==> src/rtl/fetch_pkg.sv <==
// Shared types and defaults for the instruction fetch unit.
package fetch_pkg;

  localparam int ADDR_W_DEF = 8;
  localparam int DATA_W_DEF = 32;
  localparam logic [31:0] HALT_WORD = 32'hFFFF_FFFF;

  typedef enum logic [1:0] {
    ST_IDLE  = 2'd0,
    ST_FETCH = 2'd1,
    ST_HALT  = 2'd2
  } state_t;

  function automatic logic [15:0] sat_inc16(input logic [15:0] v);
    return (v == 16'hFFFF) ? v : v + 16'd1;
  endfunction

endpackage

==> src/rtl/fetch_unit_if.sv <==
// Fetch unit bus: start control, instruction-memory port, redirect and decode handshake.
interface fetch_unit_if import fetch_pkg::*; #(
  parameter int ADDR_W = ADDR_W_DEF,
  parameter int DATA_W = DATA_W_DEF
) ();

  logic              Start;
  logic [ADDR_W-1:0] Address;
  logic [DATA_W-1:0] InstructionIn;
  logic              BranchValid;
  logic [ADDR_W-1:0] BranchTarget;
  logic              InstrValid;
  logic              InstrReady;
  logic [DATA_W-1:0] InstrOut;
  logic [ADDR_W-1:0] PCOut;
  logic              Halted;
  logic [15:0]       FetchCount;

  modport master (
    input  Start, InstructionIn, BranchValid, BranchTarget, InstrReady,
    output Address, InstrValid, InstrOut, PCOut, Halted, FetchCount
  );

  modport slave (
    output Start, InstructionIn, BranchValid, BranchTarget, InstrReady,
    input  Address, InstrValid, InstrOut, PCOut, Halted, FetchCount
  );

endinterface

==> src/rtl/fetch_out_reg.sv <==
// Single-entry valid/ready holding register for the fetched {instruction, pc} pair.
module fetch_out_reg #(
  parameter int W = 40
) (
  input  logic         clk,
  input  logic         rst_n,
  input  logic         load,
  input  logic         flush,
  input  logic         ready,
  input  logic [W-1:0] data_in,
  output logic         valid,
  output logic [W-1:0] data_out,
  output logic         slot_free,
  output logic         xfer
);

  logic         valid_q, valid_d;
  logic [W-1:0] data_q, data_d;

  // flush wins over load so a redirect never lets a stale capture through
  always_comb begin
    valid_d   = valid_q;
    data_d    = data_q;
    slot_free = !valid_q || ready;
    xfer      = valid_q && ready;
    if (flush) begin
      valid_d = 1'b0;
    end else if (load) begin
      valid_d = 1'b1;
      data_d  = data_in;
    end else if (xfer) begin
      valid_d = 1'b0;
    end
  end

  always_ff @(posedge clk) begin
    if (!rst_n) begin
      valid_q <= 1'b0;
      data_q  <= '0;
    end else begin
      valid_q <= valid_d;
      data_q  <= data_d;
    end
  end

  assign valid    = valid_q;
  assign data_out = data_q;

endmodule

==> src/rtl/fetch_unit.sv <==
// Instruction fetch unit: PC sequencing, branch redirect, halt detection and transfer count.
//   state    | meaning
//   ST_IDLE  | waiting for Start, redirects ignored
//   ST_FETCH | one capture per edge whenever the output slot is free
//   ST_HALT  | halt word captured, waiting for a redirect
module fetch_unit #(
  parameter int                ADDR_W    = fetch_pkg::ADDR_W_DEF,
  parameter int                DATA_W    = fetch_pkg::DATA_W_DEF,
  parameter logic [ADDR_W-1:0] RESET_PC  = '0,
  parameter int                PC_STEP   = 1,
  parameter logic [DATA_W-1:0] HALT_WORD = DATA_W'(fetch_pkg::HALT_WORD)
) (
  input  logic         Clk,
  input  logic         Rst_n,
  fetch_unit_if.master bus
);

  fetch_pkg::state_t state_q, state_d;
  logic [ADDR_W-1:0] pc_q, pc_d;
  logic [15:0]       count_q, count_d;

  logic                     redirect;
  logic                     load;
  logic                     slot_free;
  logic                     xfer;
  logic                     out_valid;
  logic [DATA_W+ADDR_W-1:0] out_data;

  always_comb begin
    redirect = bus.BranchValid && (state_q != fetch_pkg::ST_IDLE);
    load     = (state_q == fetch_pkg::ST_FETCH) && slot_free && !redirect;
    state_d  = state_q;
    pc_d     = pc_q;
    // counted on the handshake itself, so a flushed-but-unaccepted entry never counts
    count_d  = xfer ? fetch_pkg::sat_inc16(count_q) : count_q;
    case (state_q)
      fetch_pkg::ST_IDLE: begin
        if (bus.Start) state_d = fetch_pkg::ST_FETCH;
      end
      fetch_pkg::ST_FETCH: begin
        if (redirect) begin
          pc_d = bus.BranchTarget;
        end else if (load) begin
          pc_d = pc_q + ADDR_W'(PC_STEP);
          if (bus.InstructionIn == HALT_WORD) state_d = fetch_pkg::ST_HALT;
        end
      end
      fetch_pkg::ST_HALT: begin
        if (redirect) begin
          pc_d    = bus.BranchTarget;
          state_d = fetch_pkg::ST_FETCH;
        end
      end
      default: state_d = fetch_pkg::ST_IDLE;
    endcase
  end

  always_ff @(posedge Clk) begin
    if (!Rst_n) begin
      state_q <= fetch_pkg::ST_IDLE;
      pc_q    <= RESET_PC;
      count_q <= '0;
    end else begin
      state_q <= state_d;
      pc_q    <= pc_d;
      count_q <= count_d;
    end
  end

  fetch_out_reg #(.W(DATA_W + ADDR_W)) u_out_reg (
    .clk      (Clk),
    .rst_n    (Rst_n),
    .load     (load),
    .flush    (redirect),
    .ready    (bus.InstrReady),
    .data_in  ({bus.InstructionIn, pc_q}),
    .valid    (out_valid),
    .data_out (out_data),
    .slot_free(slot_free),
    .xfer     (xfer)
  );

  assign bus.Address    = pc_q;
  assign bus.InstrValid = out_valid;
  assign bus.InstrOut   = out_data[DATA_W+ADDR_W-1:ADDR_W];
  assign bus.PCOut      = out_data[ADDR_W-1:0];
  assign bus.Halted     = (state_q == fetch_pkg::ST_HALT);
  assign bus.FetchCount = count_q;

endmodule

==> src/flat_wrapper.sv <==
// flat-port wrapper written by rule: the top's interface ports become plain ports
module fetch_unit_flat 
#(
  parameter int                ADDR_W    = fetch_pkg::ADDR_W_DEF,
  parameter int                DATA_W    = fetch_pkg::DATA_W_DEF,
  parameter logic [ADDR_W-1:0] RESET_PC  = '0,
  parameter int                PC_STEP   = 1,
  parameter logic [DATA_W-1:0] HALT_WORD = DATA_W'(fetch_pkg::HALT_WORD)
)
  (Clk, Rst_n, bus_Start, bus_InstructionIn, bus_BranchValid, bus_BranchTarget, bus_InstrReady, bus_Address, bus_InstrValid, bus_InstrOut, bus_PCOut, bus_Halted, bus_FetchCount);
  fetch_unit_if #(.ADDR_W(ADDR_W), .DATA_W(DATA_W)) bus_i ();
  input  logic Clk;
  input  logic Rst_n;
  input wire logic [$bits(bus_i.Start)-1:0] bus_Start;
  input wire logic [$bits(bus_i.InstructionIn)-1:0] bus_InstructionIn;
  input wire logic [$bits(bus_i.BranchValid)-1:0] bus_BranchValid;
  input wire logic [$bits(bus_i.BranchTarget)-1:0] bus_BranchTarget;
  input wire logic [$bits(bus_i.InstrReady)-1:0] bus_InstrReady;
  output wire logic [$bits(bus_i.Address)-1:0] bus_Address;
  output wire logic [$bits(bus_i.InstrValid)-1:0] bus_InstrValid;
  output wire logic [$bits(bus_i.InstrOut)-1:0] bus_InstrOut;
  output wire logic [$bits(bus_i.PCOut)-1:0] bus_PCOut;
  output wire logic [$bits(bus_i.Halted)-1:0] bus_Halted;
  output wire logic [$bits(bus_i.FetchCount)-1:0] bus_FetchCount;
  assign bus_i.Start = bus_Start;
  assign bus_i.InstructionIn = bus_InstructionIn;
  assign bus_i.BranchValid = bus_BranchValid;
  assign bus_i.BranchTarget = bus_BranchTarget;
  assign bus_i.InstrReady = bus_InstrReady;
  assign bus_Address = bus_i.Address;
  assign bus_InstrValid = bus_i.InstrValid;
  assign bus_InstrOut = bus_i.InstrOut;
  assign bus_PCOut = bus_i.PCOut;
  assign bus_Halted = bus_i.Halted;
  assign bus_FetchCount = bus_i.FetchCount;
  fetch_unit #(.ADDR_W(ADDR_W), .DATA_W(DATA_W), .RESET_PC(RESET_PC), .PC_STEP(PC_STEP), .HALT_WORD(HALT_WORD)) u_core (.Clk(Clk), .Rst_n(Rst_n), .bus(bus_i));
endmodule
==> config.mk <==
export PLATFORM = sky130hd
export DESIGN_NAME = fetch_unit_flat
export DESIGN_NICKNAME = d
export VERILOG_FILES = /design/src/rtl/fetch_pkg.sv /design/src/rtl/fetch_unit_if.sv /design/src/rtl/fetch_out_reg.sv /design/src/rtl/fetch_unit.sv /design/src/flat_wrapper.sv
export SDC_FILE = /design/constraint.sdc
export NUM_CORES = 1
export LEC_CHECK = 0
export ABC_AREA = 1
export ABC_CLOCK_PERIOD_IN_PS = 4890
export CORE_ASPECT_RATIO = 0.8
export CORE_MARGIN = 2
export CORE_UTILIZATION = 29
export CTS_CLUSTER_DIAMETER = 30
export CTS_CLUSTER_SIZE = 8
export DETAILED_ROUTE_END_ITERATION = 7
export GPL_ROUTABILITY_DRIVEN = 1
export GPL_TIMING_DRIVEN = 1
export PLACE_DENSITY = 0.68
export SLEW_MARGIN = 20
export SYNTH_ARGS = -nofsm -noshare
export SYNTH_HDL_FRONTEND = slang
export SYNTH_SLANG_ARGS = --single-unit
==> constraint.sdc <==
create_clock -name Clk -period 4.89 [get_ports Clk]
set_clock_uncertainty 0.2 [all_clocks]
set_input_delay 1.467 -clock Clk [delete_from_list [all_inputs] [get_ports Clk]]
set_output_delay 1.467 -clock Clk [all_outputs]
set_load 0.01 [all_outputs]
==> summary.txt <==
Setup path
  • R2r endpoint: u_core.u_out_reg.data_out[13]
  • CP required: 4.91 ns
  • WS Path Type: input pin to register
  • CP Cell Sequence: clkdlybuf4s50_1 -> nor2_1 -> inv_1 -> nand3_2 -> buf_4 -> o21ai_0 -> a21oi_1
  • WP data arrival: 3.54 ns
  • Largest stage delay, worst path: 0.64 ns
  • Reg-to-Reg Start: u_core.state_q[0]
  • R2R Setup Slk: 2.30 ns
  • Reg2reg path depth: 8
  • Slowest cell on the critical path: nand3_2
  • Crit. End Element: register
  • Crit Path Max Fanout: 52
  • Crit start category: input pin

Placement
  • GP Congestion: 0.815
  • Port bufs: 110
  • Placed insts: 702
  • Placed wire-length estimate: 6.73 mm

Clock tree
  • Clk Latency, worst-skew pair: 0.33 ns
  • Setup bufs post-CTS: 0
  • Clock Pin Slew Worst Setup and Hold Paths: 0.06 ns
  • CTS Buf Count: 9
  • Clk buf depth: 2
  • CTS tree: done
  • Root Buffer: clkbuf_16
  • H-tree depth: 3
  • CTS hold repair buffers: 0
  • Post-CTS sizing: 0
  • Sink Count: 67

Hold path
  • Min-delay src: u_core.u_out_reg.data_out[27]
  • Cell depth of the worst min-delay path: 2
  • Hold Crit Class: register to register
  • Hold EP: u_core.u_out_reg.data_out[27]

Synth
  • Mean Syn Cell Area: 6.87 um^2
  • Post-synth top cells: 105 x nand2_1, 67 x dfxtp_1, 67 x inv_1, 63 x a21oi_1, 53 x o21ai_0
  • Synthesized net count: 513
  • Register bit total from synthesis: 67
  • Seq/Total Area, Yosys: 42.1%
  • Post-synth ARST share: 0%
  • Ys flop type: dfxtp_1
  • Count leader, synth: nand2_1
  • Post-synth EDFFs: 0
  • Synth top area share: 42.1%
  • Cells after synthesis: 463
  • Synth Cell Area: 0.00318 mm^2
  • Synth unique cells: 28
  • Synthesis Warnings: 0
  • Yosys top cell by area: dfxtp_1
  • Synth top area cells: dfxtp_1 42%, nand2_1 12%, a21oi_1 9.9%, o21ai_0 8.3%, inv_1 7.9%

Global route
  • Vias in the first global route: 3,019
  • Overflow after GRT: 0
  • Initial antenna violation count: 0
  • Largest net degree at the start of global routing: 53
  • Total Routing Usage GR: 15.4%
  • First-pass GRT wire length: 14.5 mm

Timing
  • RSZ-0062 raised after global routing: false
  • Final Max Tran Viols: 0
  • Fmax: 284 MHz
  • Setup_tns: 0 ns
  • Post-layout min period: 3.52 ns
  • Headroom to the max-slew limit: 44.1%
  • Worst slew pin tran: 0.837 ns
  • Period utilization: 72.0%
  • Final Hold Fails: 0
  • Finish-stage setup viols: 0

Floorplanning
  • Die area: 0.0118 mm^2
  • Die X: 121 um
  • Core area: 0.0108 mm^2
  • Ports: 111
  • Row cnt: 34
  • Chip Height: 97.7 um
  • Starting Density: 29.6%

Pwr
  • IR drop worst, VDD: 220 uV
  • Leak: 1.71 nW
  • PD cells: 514 mW/mm^2
  • Pwr Total: 2.42 mW

Drt
  • Post-DRT Antenna Nets: 0
  • DRT Pass-1 Iters: 4
  • Drt drc: 0
  • WL final: 9.11 mm
  • Routed via count: 3,275
  • DRT iter0 DRCs: 216
  • Vias per inst: 4.56
  • DR WL/cell: 12.7 um

Finish
  • Ant diodes: 0
  • Final net count: 619
  • Area grow syn2layout: 47.7%
  • Finished Core Util: 43.7%
  • Non-Filler Instances: 718
  • Fillers: 1,077
  • Share of layout cells above drive strength 1: 5.23%

Job
  • MaxCap Viol Count: 0

Run status
  • Run status: finished clean
## cell usage in the layout, fill, tap and decap left out, types with 3 or more instances in the layout
master and count:
xnor2_1 4, clkbuf_16 9, ha_1 5, dfxtp_1 67, nor2_1 44, nand2_2 3
inv_1 67, nand3_1 9, o21ai_0 53, nand2_1 105, a21oi_1 63, nand4_1 6
clkdlybuf4s50_1 110, xor2_1 4, nor3_1 3
## critical path: cells and delay by family
family	cells	cell delay (ns)
simple gates	2	0.70
buf+inv	3	1.08
compound gates	2	0.28
## power by group
group          switching [mW]  internal [mW]
Sequential              0.109          0.707
Clock                   0.255          0.398
Combinational           0.505          0.445
Total                   0.869           1.55
## state kept, by name, indices dropped and copies added (netlist names)
| register | cells |
|---|---|
| u_core.state_q | 2 |
| u_core.bus.FetchCount | 16 |
| u_core.u_out_reg.data_out | 40 |
| u_core.u_out_reg.valid | 1 |
| u_core.bus.Address | 8 |
## cells by family after synthesis
logic type               count (synthesis)  synth area share [%]
multiplexers                             1                 0.314
AO/OA/AOI/OAI                          119                  19.1
adder cells (fa/ha/maj)                  5                  1.97
flip-flops                              67                  42.1
XOR/XNOR                                 8                  2.20
buffers and inverters                   85                  10.5
AND/OR/NAND/NOR                        178                  23.7
## how the worst max path moves through the flow
stage                    startpoint                            end  slack [ns]  cells past startpoint
finish               bus_InstrReady  u_core.u_out_reg.data_out[13]        1.37                      7
global route         bus_InstrReady  u_core.u_out_reg.data_out[13]        1.17                      7
CTS                  bus_InstrReady  u_core.u_out_reg.data_out[13]        1.36                      7
detailed placement   bus_InstrReady  u_core.u_out_reg.data_out[13]        1.01                      7
global placement     bus_InstrReady   u_core.u_out_reg.data_out[1]        1.09                      7
floorplan           bus_BranchValid          u_core.bus.Address[3]        2.39                      6
## layout make-up
class                   instances  area, um^2  share of cell area (%)
multi-input cells             311        1510                    32.0
flip-flops and latches         67        1340                    28.5
repair buffers                112        1120                    23.7
inverters                      68         255                    5.43
clock buffers                   9         225                    4.79
well taps                     144         180                    3.83
clock inverters                 7        76.3                    1.62
## metrics by stage
| stage | hold slack [ns] | worst slack (ns) | instance area, um^2 |
|---|---|---|---|
| after floorplan | 0.268 | 2.39 | 3180 |
| after global placement | 0.233 | 1.09 | 4400 |
| after detailed placement | 0.237 | 1.01 | 4400 |
| after CTS | 0.246 | 1.36 | 4700 |
| after global routing | 0.261 | 1.17 | 4700 |
| final | 0.244 | 1.37 | 4700 |
## layer usage
layer / up-vias / global-route usage (%) / part of all wire [%] / wire length (um)
met5: - / 0 / 0 / 0
met4: 0 / 7.25 / 3.2 / 294
met3: 24 / 2.99 / 3.6 / 331
met2: 67 / 24.9 / 48 / 4360
met1: 1501 / 19.7 / 45 / 4130
li1: 1683 / - / - / -
Note: power is estimated with default switching activity, not from simulation.
